$ cat src/rtl/rr_decoder_arbiter.sv
// rtl/rr_decoder_arbiter.sv - round-robin arbiter driving a shared 2-to-4 decoder bank
//
// Four level-sensitive requesters share one decoder output bank. An idle arbiter
// searches upward from a rotating pointer and grants the first requester it finds.
// The owner keeps the grant for as long as it holds its request. After a release the
// arbiter always spends one IDLE cycle before it can grant again.
//
// Optional feature macro: ARB_TIMEOUT_EN
//   When defined, a grant is forcibly released after MAX_HOLD cycles and timeout pulses.
//   When undefined, a grant is held indefinitely and timeout is tied low.
//
// Parameters:
//   MAX_HOLD    - number of BUSY cycles per grant before forced release (>= 2)
//   CNT_W       - hold counter width, 2**CNT_W > MAX_HOLD
// Ports:
//   clk         - clock, rising edge
//   reset       - synchronous, active-high
//   req[3:0]    - level request per requester
//   grant[3:0]  - registered one-hot grant, zero when no owner
//   grant_addr  - encoded owner index (decoder address), kept after release
//   grant_valid - decoder enable, high iff grant != 0
//   timeout     - one-cycle pulse on forced release
module rr_decoder_arbiter #(
    parameter int MAX_HOLD = 16,
    parameter int CNT_W    = 5
) (
    input  logic       clk,
    input  logic       reset,
    input  logic [3:0] req,
    output logic [3:0] grant,
    output logic [1:0] grant_addr,
    output logic       grant_valid,
    output logic       timeout
);

    typedef enum logic {
        IDLE = 1'b0,
        BUSY = 1'b1
    } state_t;

    localparam logic [CNT_W-1:0] HOLD_LAST = CNT_W'(MAX_HOLD - 1);

    state_t           state;
    logic [1:0]       ptr;
    logic [CNT_W-1:0] hold_cnt;
    logic [1:0]       win;

    // Search from ptr upward; the 2-bit index wraps 3 -> 0 naturally.
    always_comb begin
        logic       found;
        logic [1:0] idx;
        win   = ptr;
        found = 1'b0;
        for (int i = 0; i < 4; i++) begin
            idx = ptr + 2'(i);
            if (!found && req[idx]) begin
                win   = idx;
                found = 1'b1;
            end
        end
    end

    always_ff @(posedge clk) begin
        if (reset) begin
            grant       <= 4'b0000;
            grant_addr  <= 2'd0;
            grant_valid <= 1'b0;
            ptr         <= 2'd0;
            hold_cnt    <= '0;
            state       <= IDLE;
`ifdef ARB_TIMEOUT_EN
            timeout     <= 1'b0;
`endif
        end else begin
`ifdef ARB_TIMEOUT_EN
            timeout <= 1'b0;
`endif
            case (state)
                IDLE: begin
                    if (|req) begin
                        grant       <= 4'b0001 << win;
                        grant_addr  <= win;
                        grant_valid <= 1'b1;
                        hold_cnt    <= '0;
                        state       <= BUSY;
                    end
                end
                BUSY: begin
                    // A voluntary release wins over a forced one on the same cycle,
                    // so timeout stays low in that case.
                    if (!req[grant_addr]) begin
                        grant       <= 4'b0000;
                        grant_valid <= 1'b0;
                        ptr         <= grant_addr + 2'd1;
                        state       <= IDLE;
                    end
`ifdef ARB_TIMEOUT_EN
                    else if (hold_cnt == HOLD_LAST) begin
                        grant       <= 4'b0000;
                        grant_valid <= 1'b0;
                        ptr         <= grant_addr + 2'd1;
                        state       <= IDLE;
                        timeout     <= 1'b1;
                    end
`endif
                    else if (hold_cnt != HOLD_LAST) begin
                        hold_cnt <= hold_cnt + CNT_W'(1);
                    end
                end
                default: state <= IDLE;
            endcase
        end
    end

`ifndef ARB_TIMEOUT_EN
    assign timeout = 1'b0;
`endif

endmodule

$ cat config.mk
export PLATFORM = sky130hd
export DESIGN_NAME = rr_decoder_arbiter
export DESIGN_NICKNAME = d
export VERILOG_FILES = /design/src/rtl/rr_decoder_arbiter.sv
export SDC_FILE = /design/constraint.sdc
export NUM_CORES = 1
export LEC_CHECK = 0
export BUFFER_PORTS_ARGS = -buffer_cell sky130_fd_sc_hd__clkbuf_2
export CORE_AREA = 4 4 41 43
export DETAILED_ROUTE_END_ITERATION = 8
export DIE_AREA = 0 0 45 47
export MAX_ROUTING_LAYER = met4
export PLACE_DENSITY = 0.6
export SETUP_SLACK_MARGIN = 0.4
export SKIP_LAST_GASP = 1
export SLEW_MARGIN = 10
export SYNTH_ARGS = -nofsm -noshare
export SYNTH_HDL_FRONTEND = slang
export SYNTH_SLANG_ARGS = --single-unit
export TNS_END_PERCENT = 5
$ cat constraint.sdc
create_clock -name clk -period 4.4 [get_ports clk]
set_clock_uncertainty 0.2 [all_clocks]
set_input_delay 0.22 -clock clk [delete_from_list [all_inputs] [get_ports clk]]
set_output_delay 0.22 -clock clk [all_outputs]
set_load 0.05 [all_outputs]
# [Word level (Yosys, flattened, before mapping)]
# Cells that the tools add are included.
[totals] register_bits=10 in_bits=6 output_inout_bits=8
[classes] add_sub_neg=4 magnitude_cmp=5 eq_ne=2 n_shift=1 n_mux=25 bitwise_logic=2 reduce_logical=10
[op_table] cell="$lt 2x3->1 const B" count=5
[op_table] cell="$mux 1" count=12
[op_table] cell="$bmux 1 s2" count=5
[op_table] cell="$mux 4" count=2
[op_table] cell="$pmux 4 s2" count=1
[op_table] cell="$mux 2" count=3
[op_table] cell="$reduce_and 2->1" count=3
[op_table] cell="$add 2x1->2 const B" count=2
[op_table] cell="$add 2x2->2 const B" count=2
[op_table] cell="$ne 2x2->1 const B" count=2
[op_table] cell="$pmux 1 s2" count=2
[op_table] cell="$reduce_or 4->1" count=1
[op_table] cell="$shl 1x2->4 const A" count=1
[op_table] cell="$logic_and 1x1->1" count=3
[op_table] cell="$logic_not 1->1" count=3
[op_table] cell="$not 1->1" count=2

# [Depth between registers and ports, before layout]
[logic_depth] ltp_word=15 mapped_depth=5 mapped_depth_nobuf=5

# [Worst setup path after synthesis]
# No wires, ideal clock.
[synth_timing] path_type="register -> register" startpoint="reg grant_addr[1]" endpoint="reg grant[3]" t_arrival_ns=1.599 t_required_ns=4.071 slack_ns=2.472 stages_incl_launch_ff=6 n_path_buf=0 period_less_slack_ns=1.928 path_cell_list="dfxtp_1 > mux2_2 > o22ai_2 > nor2_2 > a32oi_1 > nor2_1"
[synth_via] elab_chain_cells=4
[synth_rtl] element="start, declared" line="31" source="output logic [1:0] grant_addr,"
[synth_rtl] element="start signal, assigned" line="82" source="grant_addr <= win;"
[synth_rtl] element="$bmux 1 s2" line="91" source="if (!req[grant_addr]) begin"
[synth_rtl] element="$mux 1 (implied by the code)" line="91"
[synth_rtl] element="$ne 2x2->1 (no line)"
[synth_rtl] element="$reduce_and 2->1 (no line)"
[synth_rtl] element="end signal, assigned" line="81" source="grant <= 4'b0001 << win;"
[synth_rtl] element="end, declared" line="30" source="output logic [3:0] grant,"
# No other way between the ends. The select of a mux whose other input is x is not followed.
# A chain may end at the register's enable or synchronous reset.

# [Worst setup path in the final report]
# Ends and elaborated chain as after synthesis.

==> impl_results.md <==
* Final hold vios at 0
* Max_cap viols at 0
* Minimum clock period after layout at ~1700 ps
* Hold_sp: reset
* Sink Count at 10
* Tot Pwr at approximately 0.24 mW
* Die area at 2120 sq um
* Seq/Total Area, Yosys at 0.375
* Post-synth top area share at 0.375
* Nets at 86
* WL final at about 1100 microns
* Clock buffer depth at 2
* Asr flop ratio synth at 0
* Die Wd at around 45 microns
* Starting density of the core at 0.411
* Nature of the critical path endpoint: register
* Post-DRT Antenna Nets at 0
* #FFs+latches synth at 10
* FF-to-FF Start: grant_addr[1]$_SDFFE_PP0P_
* First-pass GRT wire length at between 1500 and 2000 microns
* Setup TNS at 0 ps
* CTS tree: built
* RePlAce Congestion at about 0.74
* Area growth, synth to finish at 16.9%
* Drt wl/cell at 12.1 microns
* Setup Viol. Count Final at 0
* Hold crit path type: primary input to register
* Top cells by count, synth: 10 x dfxtp_1, 10 x nand2_1, 7 x nor2_1
* Area of the multi-input gates at about 320 sq um
* Fmax at 597 MHz
* Remaining Overflow, GRT at 0
* Pwr Density at ~390 nW/um^2
* DRC Markers at 0
* Max H-tree Level at 1
* Post-CTS Resized at 0
* Bufs and invs on worst path at 0
* Unrepaired setup endpoints after global routing: no
* Root Driver: clkbuf_4
* Fill cells at 138
* CP max FO at 5
* Outcome: completed
* Delay-heaviest family, CP: compound AO/OA/AOI/OAI gates
* Total CTS buffers at 3
* Hold buffers post-CTS at 0
* Peak VDD IR at about 0.22 mV
* Initial DRT Pass Iterations at 3
* Share of cells above drive strength 1 at 0.282
* Critical Path RT at around 4400 ps
* Cell area after technology mapping at approximately 530 sq um
* Crit path max-delay cell type: dfxtp_1
* Pleak at ~0.25 nW
* Detailed Route Iter0 Violations at 1
* Vias in the first global route at roughly 460
* Final period util at 0.381
* Startpoint Class: register
* Syn_nets at 71
* Syn Area/Cell at between 8 and 9 sq um
* Critical path class: register to register
* Top Ports at 14
* Worst-skew pair later-pin latency at about 260 ps
* Chip height at 47 microns
* Ys flop type: dfxtp_1
* Number of distinct library cells after synthesis at 29
* Vias/cell at ~5.3
* GRT Total Usage at 0.133
* Port buffer count at 12
* Yosys warns at 0
* Crit-path cells: mux2_2 -> o22ai_2 -> nor2_2 -> a32oi_1 -> nor2_1
* DP HPWL at approximately 860 microns
* CP peak stage delay at about 420 ps
* CP arrival at between 1500 and 2000 ps
* Synth Instances at 65
* Largest net degree at the start of global routing at 11
* Worst-path clk slew at approximately 60 ps
* Top cells by area, synth: dfxtp_1 37%, nand2_1 7.0%, a21oi_1 5.6%, nor2_1 4.9%, mux2_2 4.2%
* Number of synthesized flops with an enable pin at 0
* Vias after detailed routing at ~490
* Post-CTS Setup Bufs at 0
* Initial antenna violation count at 0
* ANT cells at 0
* Flip-flop and latch area at roughly 200 sq um
* Critical path launch point: grant_addr[1]$_SDFFE_PP0P_
* Final slew viol count at 0
* Row Count at 13
* Core Area at roughly 1300 sq um
* Cell taking the most area after synthesis: dfxtp_1
[final cells by class]
type / instances / share of cell area
Multi-Input combinational cell: 53 / 0.517
Sequential cell: 10 / 0.321
Tap cell: 15 / 0.0301
Clock buffer: 3 / 0.0361
Timing Repair Buffer: 12 / 0.0962
[cells in the final DEF (no fill, tap or decap)]
cell       n
clkbuf_2  12
dfxtp_1   10
a21oi_2    1
o21ai_1    2
conb_1     1
mux2_2     2
clkbuf_4   3
o41ai_2    1
mux2i_1    1
o211a_1    1
or3_1      1
nor2b_1    3
nor2_1     7
nor2b_2    1
xnor2_1    1
o21a_1     1
nor4_1     1
a21oi_1    6
nor3_1     2
o21bai_1   1
nand2b_1   2
a211oi_1   1
a32oi_1    1
o21ai_0    1
nand2_1   10
o22ai_2    1
nor2_2     1
or2_1      1
nand3b_1   2
[per-layer routing]
layer / up-vias / wire length (microns) / global-route usage
met5: - / 0 / -
met4: 0 / 36 / 0.105
met2: 12 / 497 / 0.198
met1: 219 / 537 / 0.151
li1: 257 / - / -
met3: 5 / 54 / 0.0345
[state kept, by name (all words and copies together) (netlist names)]
signal	cells
grant_valid	1
ptr	2
state	1
grant_addr	2
grant	4
[path summary, 6_finish.rpt]
check                           to  slack [ps]  depth (start not counted)
max          grant[3]$_SDFFE_PP0P_        2720                          5
min          grant[0]$_SDFFE_PP0P_          60                          2
max reg2reg  grant[3]$_SDFFE_PP0P_        2720                          5
min reg2reg  grant[1]$_SDFFE_PP0P_         260                          2
[cell families (layout without fill, tap and decap cells)]
kind of cell / count (synthesis) / in the layout / share of synthesized area
and+or+nand+nor: 31 / 31 / 0.288
AOI/OAI and AO/OA: 17 / 17 / 0.232
DFF: 10 / 10 / 0.375
muxes: 3 / 3 / 0.0609
buffers and inverters: 2 / 15 / 0.0211
other: 1 / 1 / 0.00702
xor gates and xnor gates: 1 / 1 / 0.0164
[stage by stage]
stage	area (sq um)	cells	worst slack, ps	hold slack [ps]	util
final	624	93	2720	64.6	0.480
after global routing	624	93	2600	69.0	0.480
after CTS	624	93	2720	56.0	0.480
after detailed placement	602	90	2730	254	0.463
after global placement	602	90	2720	253	0.463
after floorplan	534	65	2470	255	-
[where the power goes]
| part | leakage, nW | total [mW] | switching (mW) | internal [mW] |
|---|---|---|---|---|
| Sequential | 0.0823 | 0.108 | 0.00830 | 0.0994 |
| Combinational | 0.155 | 0.0743 | 0.0492 | 0.0250 |
| Clock | 0.0138 | 0.0590 | 0.0276 | 0.0314 |
| Total | 0.251 | 0.241 | 0.0851 | 0.156 |
(Power assumes the default switching activity.)
